`src/rtl/hazard_sb_unit_pkg.sv`:
```
// Shared constants for the hazard/scoreboard unit: bypass selects,
// write-back source encoding and the mul/div down-counter width.
package hazard_pkg;

  localparam int CNT_W = 4;

  typedef enum logic [1:0] {
    WB_ALU  = 2'd0,
    WB_MEM  = 2'd1,
    WB_LINK = 2'd2,
    WB_RSV  = 2'd3
  } wbsel_e;

  localparam logic [2:0] FWD_RF     = 3'b000;
  localparam logic [2:0] FWD_EX     = 3'b010;
  localparam logic [2:0] FWD_MEM    = 3'b100;
  localparam logic [2:0] FWD_WB_ALU = 3'b110;
  localparam logic [2:0] FWD_WB_MEM = 3'b111;

  // Link and reserved encodings resolve like ALU results.
  function automatic logic is_load(input logic [1:0] wbsel);
    return (wbsel == WB_MEM);
  endfunction

endpackage

```
`src/rtl/hazard_sb_unit_if.sv`:
```
// Pipeline-side bundle for hazard_sb_unit: ID operands, EX/MEM/WB
// write-back info, mul/div issue and the resulting stall/bypass controls.
interface hazard_sb_unit_if #(parameter int NRD = 2);

  logic [NRD*5-1:0] id_rs;
  logic [NRD-1:0]   id_rs_used;
  logic [4:0]       id_rd;
  logic             id_regwr;
  logic             id_md;
  logic             ex_regwr;
  logic [1:0]       ex_wbsel;
  logic [4:0]       ex_rd;
  logic             mem_regwr;
  logic [1:0]       mem_wbsel;
  logic [4:0]       mem_rd;
  logic             wb_regwr;
  logic [1:0]       wb_wbsel;
  logic [4:0]       wb_rd;
  logic             md_issue;
  logic [4:0]       md_rd;
  logic             flush;
  logic             stall;
  logic [NRD*3-1:0] fwd_sel;
  logic             md_busy;

  modport master (
    output id_rs, id_rs_used, id_rd, id_regwr, id_md,
    output ex_regwr, ex_wbsel, ex_rd, mem_regwr, mem_wbsel, mem_rd,
    output wb_regwr, wb_wbsel, wb_rd, md_issue, md_rd, flush,
    input  stall, fwd_sel, md_busy
  );

  modport slave (
    input  id_rs, id_rs_used, id_rd, id_regwr, id_md,
    input  ex_regwr, ex_wbsel, ex_rd, mem_regwr, mem_wbsel, mem_rd,
    input  wb_regwr, wb_wbsel, wb_rd, md_issue, md_rd, flush,
    output stall, fwd_sel, md_busy
  );

endinterface

```
`src/rtl/hazard_sb_unit_md_scoreboard.sv`:
```
// Single-entry mul/div scoreboard: tracks busy, the outstanding destination
// register and a down-counter of remaining result-latency cycles.
module md_scoreboard
  import hazard_pkg::*;
#(
  parameter int MD_LAT = 4
) (
  input  logic       clk,
  input  logic       rst,
  input  logic       issue,
  input  logic [4:0] issue_rd,
  output logic       busy,
  output logic [4:0] rd
);

  localparam logic [CNT_W-1:0] LOAD_VAL = CNT_W'(MD_LAT - 1);

  logic             busy_r, busy_nxt_s;
  logic [CNT_W-1:0] cnt_r, cnt_nxt_s;
  logic [4:0]       rd_r, rd_nxt_s;

  // Next-state: count down while busy, accept a new issue only when idle.
  always_comb begin
    busy_nxt_s = busy_r;
    cnt_nxt_s  = cnt_r;
    rd_nxt_s   = rd_r;
    if (busy_r) begin
      if (cnt_r == {CNT_W{1'b0}}) begin
        busy_nxt_s = 1'b0;
      end else begin
        cnt_nxt_s = cnt_r - {{(CNT_W-1){1'b0}}, 1'b1};
      end
    end else if (issue) begin
      busy_nxt_s = 1'b1;
      cnt_nxt_s  = LOAD_VAL;
      rd_nxt_s   = issue_rd;
    end else begin
      busy_nxt_s = 1'b0;
    end
  end

  // State register; reset abandons any in-flight operation.
  always_ff @(posedge clk) begin
    if (rst) begin
      busy_r <= 1'b0;
      cnt_r  <= {CNT_W{1'b0}};
      rd_r   <= 5'd0;
    end else begin
      busy_r <= busy_nxt_s;
      cnt_r  <= cnt_nxt_s;
      rd_r   <= rd_nxt_s;
    end
  end

  assign busy = busy_r;
  assign rd   = rd_r;

endmodule

```
`src/rtl/hazard_sb_unit.sv`:
```
// ID-stage hazard unit: per-port bypass select, load-use stall and mul/div
// scoreboard stall. Optional stall counter enabled by HAZARD_PERF_EN.
module hazard_sb_unit
  import hazard_pkg::*;
#(
  parameter int NRD    = 2,
  parameter int MD_LAT = 4
) (
  input  logic               clk,
  input  logic               rst,
  hazard_sb_unit_if.slave    hif
`ifdef HAZARD_PERF_EN
  ,
  output logic [31:0]        stall_cnt
`endif
);

  logic             md_busy_s;
  logic [4:0]       md_rd_s;
  logic [NRD-1:0]   port_stall_s;
  logic [NRD-1:0]   md_hit_s;
  logic [NRD*3-1:0] fwd_raw_s;
  logic             md_waw_s;
  logic             stall_s;
  logic [NRD*3-1:0] fwd_s;

  md_scoreboard #(.MD_LAT(MD_LAT)) u_md_scoreboard (
    .clk      (clk),
    .rst      (rst),
    .issue    (hif.md_issue),
    .issue_rd (hif.md_rd),
    .busy     (md_busy_s),
    .rd       (md_rd_s)
  );

  for (genvar i = 0; i < NRD; i++) begin : g_port
    logic [4:0] rs_s;
    logic       act_s;
    logic [2:0] sel_s;
    logic       ld_stall_s;

    assign rs_s  = hif.id_rs[i*5 +: 5];
    assign act_s = hif.id_rs_used[i] && (rs_s != 5'd0);

    // Youngest matching producer wins; a load still in EX or MEM cannot bypass.
    always_comb begin
      sel_s      = FWD_RF;
      ld_stall_s = 1'b0;
      if (!act_s) begin
        sel_s = FWD_RF;
      end else if (hif.ex_regwr && (hif.ex_rd == rs_s)) begin
        if (is_load(hif.ex_wbsel)) begin
          ld_stall_s = 1'b1;
        end else begin
          sel_s = FWD_EX;
        end
      end else if (hif.mem_regwr && (hif.mem_rd == rs_s)) begin
        if (is_load(hif.mem_wbsel)) begin
          ld_stall_s = 1'b1;
        end else begin
          sel_s = FWD_MEM;
        end
      end else if (hif.wb_regwr && (hif.wb_rd == rs_s)) begin
        if (is_load(hif.wb_wbsel)) begin
          sel_s = FWD_WB_MEM;
        end else begin
          sel_s = FWD_WB_ALU;
        end
      end else begin
        sel_s = FWD_RF;
      end
    end

    assign port_stall_s[i]     = ld_stall_s;
    assign md_hit_s[i]         = act_s && md_busy_s && (rs_s == md_rd_s);
    assign fwd_raw_s[i*3 +: 3] = sel_s;
  end

  // x0 destinations never block a following writer.
  assign md_waw_s = md_busy_s && hif.id_regwr && (hif.id_rd == md_rd_s) && (md_rd_s != 5'd0);

  // Flush squashes the ID instruction, so it needs neither stall nor bypass.
  always_comb begin
    stall_s = 1'b0;
    fwd_s   = {(NRD*3){1'b0}};
    if (hif.flush) begin
      stall_s = 1'b0;
      fwd_s   = {(NRD*3){1'b0}};
    end else begin
      stall_s = (|port_stall_s) || (|md_hit_s) || md_waw_s || (md_busy_s && hif.id_md);
      fwd_s   = fwd_raw_s;
    end
  end

  assign hif.stall   = stall_s;
  assign hif.fwd_sel = fwd_s;
  assign hif.md_busy = md_busy_s;

`ifdef HAZARD_PERF_EN
  logic [31:0] stall_cnt_r;

  // Saturating count of stalled cycles.
  always_ff @(posedge clk) begin
    if (rst) begin
      stall_cnt_r <= 32'd0;
    end else if (stall_s && (stall_cnt_r != 32'hFFFF_FFFF)) begin
      stall_cnt_r <= stall_cnt_r + 32'd1;
    end else begin
      stall_cnt_r <= stall_cnt_r;
    end
  end

  assign stall_cnt = stall_cnt_r;
`endif

endmodule

```
`src/flat_wrapper.sv`:
```
// flat-port wrapper written by rule: the top's interface ports become plain ports
module hazard_sb_unit_flat import hazard_pkg::*;
#(
  parameter int NRD    = 2,
  parameter int MD_LAT = 4
)
  (clk, rst, hif_id_rs, hif_id_rs_used, hif_id_rd, hif_id_regwr, hif_id_md, hif_ex_regwr, hif_ex_wbsel, hif_ex_rd, hif_mem_regwr, hif_mem_wbsel, hif_mem_rd, hif_wb_regwr, hif_wb_wbsel, hif_wb_rd, hif_md_issue, hif_md_rd, hif_flush, hif_stall, hif_fwd_sel, hif_md_busy);
  hazard_sb_unit_if #(.NRD(NRD)) hif_i ();
  input  logic clk;
  input  logic rst;
  input wire logic [$bits(hif_i.id_rs)-1:0] hif_id_rs;
  input wire logic [$bits(hif_i.id_rs_used)-1:0] hif_id_rs_used;
  input wire logic [$bits(hif_i.id_rd)-1:0] hif_id_rd;
  input wire logic [$bits(hif_i.id_regwr)-1:0] hif_id_regwr;
  input wire logic [$bits(hif_i.id_md)-1:0] hif_id_md;
  input wire logic [$bits(hif_i.ex_regwr)-1:0] hif_ex_regwr;
  input wire logic [$bits(hif_i.ex_wbsel)-1:0] hif_ex_wbsel;
  input wire logic [$bits(hif_i.ex_rd)-1:0] hif_ex_rd;
  input wire logic [$bits(hif_i.mem_regwr)-1:0] hif_mem_regwr;
  input wire logic [$bits(hif_i.mem_wbsel)-1:0] hif_mem_wbsel;
  input wire logic [$bits(hif_i.mem_rd)-1:0] hif_mem_rd;
  input wire logic [$bits(hif_i.wb_regwr)-1:0] hif_wb_regwr;
  input wire logic [$bits(hif_i.wb_wbsel)-1:0] hif_wb_wbsel;
  input wire logic [$bits(hif_i.wb_rd)-1:0] hif_wb_rd;
  input wire logic [$bits(hif_i.md_issue)-1:0] hif_md_issue;
  input wire logic [$bits(hif_i.md_rd)-1:0] hif_md_rd;
  input wire logic [$bits(hif_i.flush)-1:0] hif_flush;
  output wire logic [$bits(hif_i.stall)-1:0] hif_stall;
  output wire logic [$bits(hif_i.fwd_sel)-1:0] hif_fwd_sel;
  output wire logic [$bits(hif_i.md_busy)-1:0] hif_md_busy;
  assign hif_i.id_rs = hif_id_rs;
  assign hif_i.id_rs_used = hif_id_rs_used;
  assign hif_i.id_rd = hif_id_rd;
  assign hif_i.id_regwr = hif_id_regwr;
  assign hif_i.id_md = hif_id_md;
  assign hif_i.ex_regwr = hif_ex_regwr;
  assign hif_i.ex_wbsel = hif_ex_wbsel;
  assign hif_i.ex_rd = hif_ex_rd;
  assign hif_i.mem_regwr = hif_mem_regwr;
  assign hif_i.mem_wbsel = hif_mem_wbsel;
  assign hif_i.mem_rd = hif_mem_rd;
  assign hif_i.wb_regwr = hif_wb_regwr;
  assign hif_i.wb_wbsel = hif_wb_wbsel;
  assign hif_i.wb_rd = hif_wb_rd;
  assign hif_i.md_issue = hif_md_issue;
  assign hif_i.md_rd = hif_md_rd;
  assign hif_i.flush = hif_flush;
  assign hif_stall = hif_i.stall;
  assign hif_fwd_sel = hif_i.fwd_sel;
  assign hif_md_busy = hif_i.md_busy;
  hazard_sb_unit #(.NRD(NRD), .MD_LAT(MD_LAT)) u_core (.clk(clk), .rst(rst), .hif(hif_i));
endmodule
```
`config.mk`:
```
export PLATFORM = sky130hd
export DESIGN_NAME = hazard_sb_unit_flat
export DESIGN_NICKNAME = d
export VERILOG_FILES = /design/src/rtl/hazard_sb_unit_pkg.sv /design/src/rtl/hazard_sb_unit_if.sv /design/src/rtl/hazard_sb_unit_md_scoreboard.sv /design/src/rtl/hazard_sb_unit.sv /design/src/flat_wrapper.sv
export SDC_FILE = /design/constraint.sdc
export NUM_CORES = 1
export LEC_CHECK = 0
export CAP_MARGIN = 20
export CORE_AREA = 3 3 64 66
export CTS_CLUSTER_DIAMETER = 100
export CTS_CLUSTER_SIZE = 25
export DETAILED_ROUTE_END_ITERATION = 10
export DIE_AREA = 0 0 67 69
export PLACE_DENSITY_LB_ADDON = 0.15
export SLEW_MARGIN = 20
export SYNTH_ARGS = -nofsm -noshare
export SYNTH_HDL_FRONTEND = slang
export SYNTH_SLANG_ARGS = --single-unit
```
`constraint.sdc`:
```
create_clock -name clk -period 2.55 [get_ports clk]
set_input_delay 0.3825 -clock clk [delete_from_list [all_inputs] [get_ports clk]]
set_output_delay 0.3825 -clock clk [all_outputs]
set_load 0.1 [all_outputs]
```
==> impl_metrics.json <==
{
  "outcome": "completed",
  "synth_seq_area_share_pct": 16.3,
  "setup_tns_ns": 0,
  "ys_warn_count": 0,
  "post_dp_cell_area_mm2": 0.00213,
  "crit_path_max_fanout": 3,
  "cts_max_level": 1,
  "layout_commonest_cell": "xor2_1",
  "die_h_um": 69,
  "fmax_mhz": 394,
  "netlist_instances": 168,
  "place.gp.congestion": 0.837,
  "endpoint_kind": "output port",
  "muxShareOfSynthArea_pct": 0.918,
  "drt-total-wl_mm": 4.38,
  "grt_max_degree": 11,
  "power.leakage_nw": 0.943,
  "power.density_mw_per_mm2": 305,
  "critPathRequiredTime_ns": 2.17,
  "p_total_uw": 686,
  "period_minus_slack_ns": 2.54,
  "relSlewSlack_pct": 61.7,
  "synth_adder_area_share_pct": 1.02,
  "synth_compound_area_share_pct": 11.1,
  "final.setup.worst_slack_ns": 0.0107,
  "overflow": 0,
  "die_area_mm2": 0.00462,
  "ios": 60,
  "synthToLayoutAreaGrowth_pct": 83.5,
  "path_class": "input port to output port",
  "grtUsageTotal_pct": 19.1,
  "antenna_found_initial": 0,
  "post-dp-hpwl_mm": 3.59,
  "final_cell_mix": "xor2_1 (34), buf_4 (32), clkdlybuf4s50_1 (31)",
  "ant_nets": 0,
  "synthDistinctLibCells": 35,
  "dr.first_iter.drc_count": 76,
  "place_ws_ns": -0.384,
  "cp-start-kind": "input port",
  "cts.sinks": 10,
  "drive_gt1_share_pct": 29.1,
  "die_w_um": 67,
  "final_area_mm2": 0.00225,
  "cts_tree": "built",
  "synth_area_mm2": 0.00123,
  "hold_path.class": "flop to flop",
  "worstMarginPinSlew_ns": 0.573,
  "rsz0062_at_grt": "yes",
  "vdd_drop_max_mv": 0.329,
  "grt_pass1_vias": 1467,
  "hold_violations": 0,
  "whs_ns": 0.478,
  "wl_per_cell_um": 14.8,
  "finalMaxSlewViolations": 0,
  "worst_ep_arrival_time_ns": 2.16,
  "syn_avg_cell_area_um2": 7.30,
  "grt_pass1_wl_mm": 7.03,
  "dr.pass1.iters": 4,
  "drv_cap": 0,
  "diodes": 0,
  "clkSlewWorstSetupHoldPaths_ns": 0.05,
  "nets": 301,
  "cts_root_buffer": "clkbuf_8",
  "cts_max_path_buffers": 2,
  "clock_latency_ns": 0.23,
  "synth-seq-cells": 10,
  "via_count": 1478,
  "io_buffers": 59,
  "routed_via_density": 5.01,
  "skew_ns": 0.000698,
  "drc": 0,
  "setup_viol": 0,
  "yosys.area_share.simple_pct": 30.5,
  "start_util_pct": 33.7,
  "coreArea_mm2": 0.00363,
  "row_count": 22,
  "synth_xor_area_share_pct": 32.1,
  "synth_top_family_by_area": "XOR/XNOR gates",
  "synth_nets": 221,
  "post-route-period-util_pct": 99.6,
  "cts_inserted_buffers": 3
}
## sequential cells by signal, indices dropped and copies added (netlist names)
signal	cells
u_core.u_md_scoreboard.rd	5
u_core.u_md_scoreboard.busy	1
u_core.u_md_scoreboard.cnt_r	4
## cell families after synthesis
group	count (synthesis)
buf+inv	21
mux	1
fa+ha+maj	1
xor+xnor	45
simple gates	69
flops	10
compound gates	21
## path summary, 6_finish.rpt
kind                                                startpoint                                           end  slack (ns)  cells past startpoint
hold / removal    u_core.u_md_scoreboard.cnt_r[3]$_SDFFE_PP0P_  u_core.u_md_scoreboard.cnt_r[3]$_SDFFE_PP0P_        0.48                      1
hold reg to reg   u_core.u_md_scoreboard.cnt_r[3]$_SDFFE_PP0P_  u_core.u_md_scoreboard.cnt_r[3]$_SDFFE_PP0P_        0.48                      1
setup / recovery                                  hif_id_rs[6]                                     hif_stall        0.01                      7
setup reg to reg  u_core.u_md_scoreboard.cnt_r[0]$_SDFFE_PP0P_  u_core.u_md_scoreboard.cnt_r[3]$_SDFFE_PP0P_        0.77                      5
## cell type report
cell class | count | area [um^2]
Timing Repair Buffer | 91 | 872
Tap cell | 48 | 60.1
Inverter | 5 | 18.8
Clock buffer | 4 | 55.1
Multi-Input combinational cell | 137 | 1040
Fill cell | 348 | 1380
Sequential cell | 10 | 200
## metrics by stage
stage | instances | utilization [%]
2_1_floorplan | 168 | -
3_3_place_gp | 284 | 58.7
3_5_place_dp | 284 | 58.7
4_1_cts | 292 | 60.7
5_1_grt | 295 | 61.9
6_report | 295 | 61.9
## timing repair
| action | CTS | global route |
|---|---|---|
| hold endpoints to repair | 0 | 0 |
| buffers inserted | 4 | 3 |
| gates resized for setup | 40 | 14 |
| pin swaps | 14 | 14 |
| hold buffers | 0 | 0 |
| endpoints found under the setup margin | 7 | 7 |
## cell usage after synthesis
master	n	area, um^2
and3_1	4	25.0
buf_1	1	3.75
or2b_2	1	8.76
a21oi_1	10	50.1
nor3b_1	1	7.51
mux2_2	1	11.3
o211ai_2	1	12.5
nor2_1	8	30.0
a211oi_1	2	15.0
xor2_1	34	298
a2111oi_0	1	8.76
inv_1	5	18.8
xnor2_1	11	96.3
nor4_1	9	56.3
nand4_1	2	12.5
o31ai_1	1	7.51
nor2b_1	1	6.26
a21boi_1	1	7.51
nand4b_1	2	17.5
dfxtp_1	10	200
or4_4	2	22.5
a41oi_1	1	8.76
buf_2	3	15.0
o21bai_1	1	7.51
ha_1	1	12.5
buf_6	2	22.5
o21ai_0	2	10.0
nand3b_1	4	30.0
nand2_1	21	78.8
clkbuf_1	10	37.5
or4_1	2	15.0
nor3_1	7	35.0
o21ai_2	1	8.76
nand2b_1	3	18.8
nand3_1	2	10.0
## worst max-delay path, stage by stage
cell and delay (ns):
buf_6 0.09, or4_4 0.55, o21ai_4 0.16, nand4b_1 0.14, a41oi_2 0.14, or4_4 0.51, buf_12 0.18
## power breakdown
part | internal [mW] | switching, mW
combinational | 0.161 | 0.143
clock | 0.135 | 0.0593
sequential | 0.169 | 0.0175
total | 0.466 | 0.220
## routing by layer
metal  part of all wire (%)  wire length (um)  vias up  track usage [%]
met2                     53              2340       55             35.0
met4                   0.57                25        0             3.15
li1                       -                 -      728                -
met5                      0                 0        -                0
met3                    6.0               262        4             2.93
met1                     40              1750      691             23.0
Power figures use the tool's default switching activity.
